`src/rtl/prog_loader.sv`:
```
// Boot-time program loader: assembles a big-endian byte stream into words,
// writes them to program memory, verifies a trailing checksum, then raises run.
module prog_loader #(
    parameter logic [31:0] BASE_ADDR = 32'h0000_0000,
    parameter int unsigned MAX_WORDS = 1024
) (
    input  logic        clk,
    input  logic        reset,
    input  logic        in_valid,
    input  logic [7:0]  in_data,
    output logic        in_ready,
    output logic        mem_we,
    output logic [31:0] mem_addr,
    output logic [31:0] mem_wdata,
    output logic        run,
    output logic        err,
    output logic [10:0] words_loaded
);

    localparam logic [2:0] S_HDR   = 3'd0;
    localparam logic [2:0] S_DATA  = 3'd1;
    localparam logic [2:0] S_WRITE = 3'd2;
    localparam logic [2:0] S_CSUM  = 3'd3;
    localparam logic [2:0] S_RUN   = 3'd4;
    localparam logic [2:0] S_ERROR = 3'd5;

    logic [2:0]  state_q, state_d;
    logic [1:0]  bcnt_q, bcnt_d;
    logic [31:0] shift_q, shift_d;
    logic [31:0] count_q, count_d;
    logic [31:0] sum_q, sum_d;
    logic [10:0] words_q, words_d;
    logic        in_ready_q, in_ready_d;
    logic        mem_we_q, mem_we_d;
    logic [31:0] mem_addr_q, mem_addr_d;
    logic [31:0] mem_wdata_q, mem_wdata_d;
    logic        run_q, run_d;
    logic        err_q, err_d;

    logic        collecting;
    logic        take;
    logic        last_byte;
    logic [31:0] word_in;
    logic [10:0] words_inc;

    // Acceptance is derived from the state flop so it always agrees with in_ready_q.
    assign collecting = (state_q == S_HDR) || (state_q == S_DATA) || (state_q == S_CSUM);
    assign take       = in_valid && collecting;
    assign last_byte  = (bcnt_q == 2'd3);
    assign word_in    = {shift_q[23:0], in_data};
    assign words_inc  = words_q + 11'd1;

    always_comb begin
        state_d     = state_q;
        bcnt_d      = bcnt_q;
        shift_d     = shift_q;
        count_d     = count_q;
        sum_d       = sum_q;
        words_d     = words_q;
        mem_we_d    = 1'b0;
        mem_addr_d  = mem_addr_q;
        mem_wdata_d = mem_wdata_q;

        if (take) begin
            shift_d = word_in;
            bcnt_d  = bcnt_q + 2'd1;
        end

        unique case (state_q)
            S_HDR: begin
                if (take && last_byte) begin
                    count_d = word_in;
                    if ((word_in == 32'd0) || (word_in > MAX_WORDS)) begin
                        state_d = S_ERROR;
                    end else begin
                        state_d = S_DATA;
                    end
                end
            end
            S_DATA: begin
                if (take && last_byte) begin
                    state_d     = S_WRITE;
                    mem_we_d    = 1'b1;
                    mem_wdata_d = word_in;
                    mem_addr_d  = BASE_ADDR + {19'd0, words_q, 2'b00};
                end
            end
            S_WRITE: begin
                sum_d   = sum_q + mem_wdata_q;
                words_d = words_inc;
                if ({21'd0, words_inc} < count_q) begin
                    state_d = S_DATA;
                end else begin
                    state_d = S_CSUM;
                end
            end
            S_CSUM: begin
                if (take && last_byte) begin
                    if (word_in == sum_q) begin
                        state_d = S_RUN;
                    end else begin
                        state_d = S_ERROR;
                    end
                end
            end
            S_RUN: begin
                state_d = S_RUN;
            end
            S_ERROR: begin
                state_d = S_ERROR;
            end
            default: begin
                state_d = S_ERROR;
            end
        endcase

        // Status outputs are registered copies of the next state.
        in_ready_d = (state_d == S_HDR) || (state_d == S_DATA) || (state_d == S_CSUM);
        run_d      = (state_d == S_RUN);
        err_d      = (state_d == S_ERROR);
    end

    always_ff @(posedge clk) begin
        if (reset) begin
            state_q     <= S_HDR;
            bcnt_q      <= 2'd0;
            shift_q     <= 32'd0;
            count_q     <= 32'd0;
            sum_q       <= 32'd0;
            words_q     <= 11'd0;
            in_ready_q  <= 1'b1;
            mem_we_q    <= 1'b0;
            mem_addr_q  <= BASE_ADDR;
            mem_wdata_q <= 32'd0;
            run_q       <= 1'b0;
            err_q       <= 1'b0;
        end else begin
            state_q     <= state_d;
            bcnt_q      <= bcnt_d;
            shift_q     <= shift_d;
            count_q     <= count_d;
            sum_q       <= sum_d;
            words_q     <= words_d;
            in_ready_q  <= in_ready_d;
            mem_we_q    <= mem_we_d;
            mem_addr_q  <= mem_addr_d;
            mem_wdata_q <= mem_wdata_d;
            run_q       <= run_d;
            err_q       <= err_d;
        end
    end

    assign in_ready     = in_ready_q;
    assign mem_we       = mem_we_q;
    assign mem_addr     = mem_addr_q;
    assign mem_wdata    = mem_wdata_q;
    assign run          = run_q;
    assign err          = err_q;
    assign words_loaded = words_q;

endmodule

```
`config.mk`:
```
export PLATFORM = sky130hd
export DESIGN_NAME = prog_loader
export DESIGN_NICKNAME = d
export VERILOG_FILES = /design/src/rtl/prog_loader.sv
export SDC_FILE = /design/constraint.sdc
export NUM_CORES = 1
export LEC_CHECK = 0
export CAP_MARGIN = 10
export CELL_PAD_IN_SITES_DETAIL_PLACEMENT = 2
export CELL_PAD_IN_SITES_GLOBAL_PLACEMENT = 2
export CORE_ASPECT_RATIO = 0.75
export CORE_MARGIN = 3
export CORE_UTILIZATION = 30
export DETAILED_ROUTE_END_ITERATION = 8
export GPL_ROUTABILITY_DRIVEN = 0
export PLACE_DENSITY = 0.87
export SETUP_SLACK_MARGIN = 0.5
export SLEW_MARGIN = 20
export SYNTH_ARGS = -nofsm -noshare
export SYNTH_HDL_FRONTEND = slang
export SYNTH_SLANG_ARGS = --single-unit
```
`constraint.sdc`:
```
create_clock -name clk -period 2.4 [get_ports clk]
set_input_delay 0.36 -clock clk [delete_from_list [all_inputs] [get_ports clk]]
set_output_delay 0.36 -clock clk [all_outputs]
set_load 0.02 [all_outputs]
```
Word level (Yosys, flattened, before mapping)
Index checks and enable logic that the tools add are counted.
{ "totals": {"elab_cells": 49, "output_inout_bits": 79, "inputBits": 11, "ff_bits": 151} }
{ "classes": {"n_reduce_logical": 13, "eq_ne": 10, "addsub": 3, "bitwise_logic": 1, "muxes": 8, "magnitude_cmp": 2} }
{ "op_table": {"columns": ["op", "count"], "rows": [
  ["32-bit adder", 1],
  ["32-bit == test", 1],
  ["32-bit by 11-bit greater-than comparator with 1-bit output (second input constant)", 1],
  ["32-bit zero test", 1],
  ["11-bit by 32-bit less-than comparator with 1-bit output", 1],
  ["3-bit one-hot mux with 5 select lines", 1],
  ["3-bit two-way mux", 4],
  ["11-bit by 1-bit adder with 11-bit output (second input constant)", 1],
  ["3-bit by 2-bit == test with 1-bit output (second input constant)", 3],
  ["3-bit == test (second input constant)", 3],
  ["3-bit by 1-bit == test with 1-bit output (second input constant)", 2],
  ["3-bit zero test", 2],
  ["1-bit logical OR", 5],
  ["2-bit AND reduction", 2],
  ["2-bit by 1-bit adder with 2-bit output (second input constant)", 1],
  ["2-bit == test (second input constant)", 1],
  ["1-bit logical AND", 2],
  ["1-bit two-way mux", 2],
  ["2-bit two-way mux", 1],
  ["2-bit OR reduction", 1],
  ["1-bit NOT", 1]
]} }

Logic depth before layout (Yosys ltp)
{ "logic_depth": {"word_depth": 10, "mapped_depth": 12, "mapped_depth_nobuf": 12} }

Least setup slack after synthesis
OpenSTA, ideal clock, no wires.
{ "synth_timing": {"path_kind": "reg-to-reg", "from": "reg mem_wdata_q[0], in the netlist mem_wdata[0]", "to": "reg sum_q[24]", "t_required_ns": 2.282, "n_path_buf": 0, "arrival_ns": 2.486, "setup_time_ns": 0.118, "stages_incl_launch_ff": 13, "period_less_slack_ns": 2.604, "path_slack_ns": -0.204, "cell_sequence": "dfxtp_1 ha_1 inv_1 fa_1 nor2b_1 o2111ai_1 a21oi_1 o211a_1 nor3_1 o31a_1 o21bai_1 xnor2_1 o21ai_1"} }
{ "synth_via": {"elab_chain_cells": 1} }
{ "synth_lines": {"columns": ["item", "line_no", "rtl"], "rows": [
  ["from (decl)", "36", "logic [31:0] mem_wdata_q, mem_wdata_d;"],
  ["from (signal assigned)", "147", "mem_wdata_q <= mem_wdata_d;"],
  ["32-bit adder", "89", "sum_d = sum_q + mem_wdata_q;"],
  ["to (signal assigned)", "142", "sum_q <= sum_d;"],
  ["to (decl)", "31", "logic [31:0] sum_q, sum_d;"]
]} }
Every way passes these cells.
A chain may end at the register's enable or synchronous reset.

Final worst setup path
{ "layout_timing": {"from": "reg sum_q[3]", "to": "reg sum_q[19]"} }
{ "layout_via": {"elab_chain_cells": 1} }
{ "layout_lines": {"columns": ["item", "line_no"], "rows": [
  ["32-bit adder", "89"]
]} }
Every way passes these cells.

==> flow_summary.ini <==
[synthesis]
syn-mean-instance-area_sq_um = 7.703
syn_area_sq_um = 7711
async_flop_share = 0
synthCells = 1001
netlist_top_cells_count = nand2_1, a21oi_1, dfxtp_1
ys_dominant_reg_cell = dfxtp_1
synth_edf_count = 0
synth.ff_latch_count = 151
yosysSeqAreaShare = 0.3920
synth.area.top_cells = dfxtp_1, nand2_1, a21oi_1
synthDominantCellAreaShare = 0.3920
ys_warnings = 0
synth_top_cell_by_area = dfxtp_1
post_synthesis_cell_type_count = 52
synthMostInstantiatedCell = nand2_1

[final_layout]
finalNetCount = 1299
area_growth_pct = 56.51
final_design_utilization = 0.4811
antenna_cells = 0
layout.filler_cells = 2650
drive_gt1_frac = 0.3484
final_cell_area_sq_um = 12070

[sta]
rsz_0062_raised_after_global_routing = yes
finalClockSkew_ns = 0.02471
worst_slew_pin_slew_ns = 0.7382
slew_viol_final = 0
finalHoldViolations = 0
setup-violations-final = 31
max-slew-margin-rel = 0.5014
setup_ws_ns = -0.6468
fmax_mhz = 328.2
final.min_clock_period_ns = 3.047
period_share = 1.270

[grt]
gr-total-overflow = 0
grt_start_max_net_pins = 36
total_track_usage = 0.3360
grt_pass1_wl_um = 68460
grt_pass1_vias = 10071
antenna_found_initial = 1

[critical_path]
worstSetupEndpointType = register
worst-endpoint-arrival_ns = 3.42
cpPeakStageDelay_ns = 0.38
setup.worst_path.class = reg -> reg
crit_slowest_cell = dfxtp_1
critical_path.cell_chain = ha_4, nand4_1, a21oi_2, o21ai_4, buf_6, buf_6, buf_6, o211ai_1, a41oi_2, xnor2_1, nand2_1, a21oi_1
required_ns = 2.78
critical_path.startpoint_type = register
crit_path_max_fanout = 5
crit_path_frequent_cell = buf_6

[clocking]
worst_path_clk_slew_ns = 0.09
cts_hold_repair.buffers = 0
htreeDepth = 4
clock_sink_count = 151
ctsRootBufferMaster = clkbuf_16
cts_buffers = 17
clock_insertion_delay_worst_skew_ns = 0.47
cts_max_path_buffers = 2
cts_tree = done

[detailed_routing]
viasPerCell = 6.019
wl_um = 53370
detailedRoute.firstPassIterationCount = 6
drt_iter0_drc = 1110
post_route_antenna_net_violation_count = 0
drcViolationCount = 0
route.detailed.wl_per_inst_um = 33.46
vias = 9600

[job]
max_cap_violations = 0

[floorplan]
io_pins = 90
die_h_um = 144.8
core.rowCount = 50
core_area_sq_um = 25090
design.die.area_sq_um = 27680
die_w_um = 191.1
floorplan.initialDensity = 0.3074

[place]
placed_cell_area_sq_um = 10050
number_of_buffer_cells_added_on_primary_ports = 68
place_ws_ns = -0.4999
dp_hpwl_um = 25380

[power_and_ir_drop]
leakagePower_nw = 4.861
maximum_vdd_drop_uv = 710.1
power_per_cell_area_nw_per_um2 = 486.2

[status]
outcome = complete, but fails checks
failing_checks = negative setup slack

[worst_hold_path]
worst_hold_check_path_type = in -> reg
sequential cells by signal (all words and copies together) (netlist names):
register,count
bcnt_q,2
count_q,32
err,1
in_ready,1
mem_addr,11
mem_wdata,32
mem_we,1
run,1
shift_q,24
state_q,3
sum_q,32
words_loaded,11
cell usage in the layout (no fill, tap or decap), types with 8 or more instances in the layout:
cell type / count
nand2_1: 280
buf_4: 176
a21oi_1: 128
dfxtp_1: 105
xnor2_1: 34
clkdlybuf4s50_1: 31
nor2_1: 29
dfxtp_2: 29
xor2_1: 28
dlygate4sd2_1: 27
buf_6: 27
a21oi_2: 26
ha_4: 23
conb_1: 21
inv_1: 17
ha_1: 17
clkbuf_16: 17
dfxtp_4: 17
nand4_1: 12
dlymetal6s2s_1: 9
nor2_4: 8
a21o_1: 8
o21ai_0: 8
layer usage:
| layer | global-route usage | vias up | part of all wire |
|---|---|---|---|
| met3 | 0.08187 | 282 | 0.077 |
| met1 | 0.3904 | 4841 | 0.38 |
| met2 | 0.5769 | 641 | 0.47 |
| met4 | 0.1818 | 2 | 0.073 |
| met5 | 0 | - | 0.00028 |
| li1 | - | 3834 | - |
worst max-delay path, delay by kind of cell (launching register included):
kind / cells / cell delay, ns
compound gates: 5 / 1.23
simple gates: 2 / 0.37
flops: 1 / 0.38
buf+inv: 3 / 0.38
xor+xnor: 1 / 0.21
fa+ha+maj: 1 / 0.38
kinds of logic after synthesis:
kind of cell	after synthesis	share of synthesized area
DFF	151	0.3920
other	1	0.0004863
and+or+nand+nor	406	0.2220
xor gates and xnor gates	77	0.08746
AOI/OAI and AO/OA	232	0.1712
adders and majority gates	44	0.07237
buffers and inverters	90	0.05452
path summary, 6_finish.rpt:
| path | startpoint | end | slack (ns) | depth (start not counted) |
|---|---|---|---|---|
| hold / removal | reset | count_q[18] | 0.38 | 2 |
| setup reg to reg | sum_q[3] | sum_q[19] | -0.65 | 12 |
| setup / recovery | sum_q[3] | sum_q[19] | -0.65 | 12 |
| hold reg to reg | count_q[28] | count_q[28] | 0.48 | 2 |
power breakdown:
part	internal [W]	total (W)	leakage, nW	switching (W)
registers	0.00251	0.00255	1.25	0.0000402
logic	0.000129	0.000410	3.34	0.000282
clock network	0.00147	0.00291	0.277	0.00144
total	0.00411	0.00587	4.86	0.00176
layout make-up:
type                            instances  area (sq um)  share of cell area
Clock buffer                           17         425.4             0.03525
Clock inverter                         15         152.6             0.01265
Inverter                               19         73.82            0.006117
Multi-Input combinational cell        781          5507              0.4563
Sequential cell                       151          3123              0.2588
Tap cell                              338         422.9             0.03504
Timing Repair Buffer                  274          2365              0.1959
through the flow:
step	power (W)	cells	setup TNS [ns]	hold WS, ns
detailed placement	0.002899	1505	-4.933	0.4467
finish	0.005869	1595	-8.724	0.3826
global route	0.005966	1595	-9.532	0.3700
floorplan	0.002771	1021	-0.1008	0.4308
CTS	0.005722	1573	-2.031	0.3268
global placement	0.002882	1505	-2.221	0.4430
timing repair:
action / CTS / global route
gates resized for setup: 133 / 120
setup endpoints to repair: 89 / 110
cloned: 1 / 0
buffers inserted: 35 / 22
pin swaps: 48 / 61
Power figures use the tool's default switching activity.
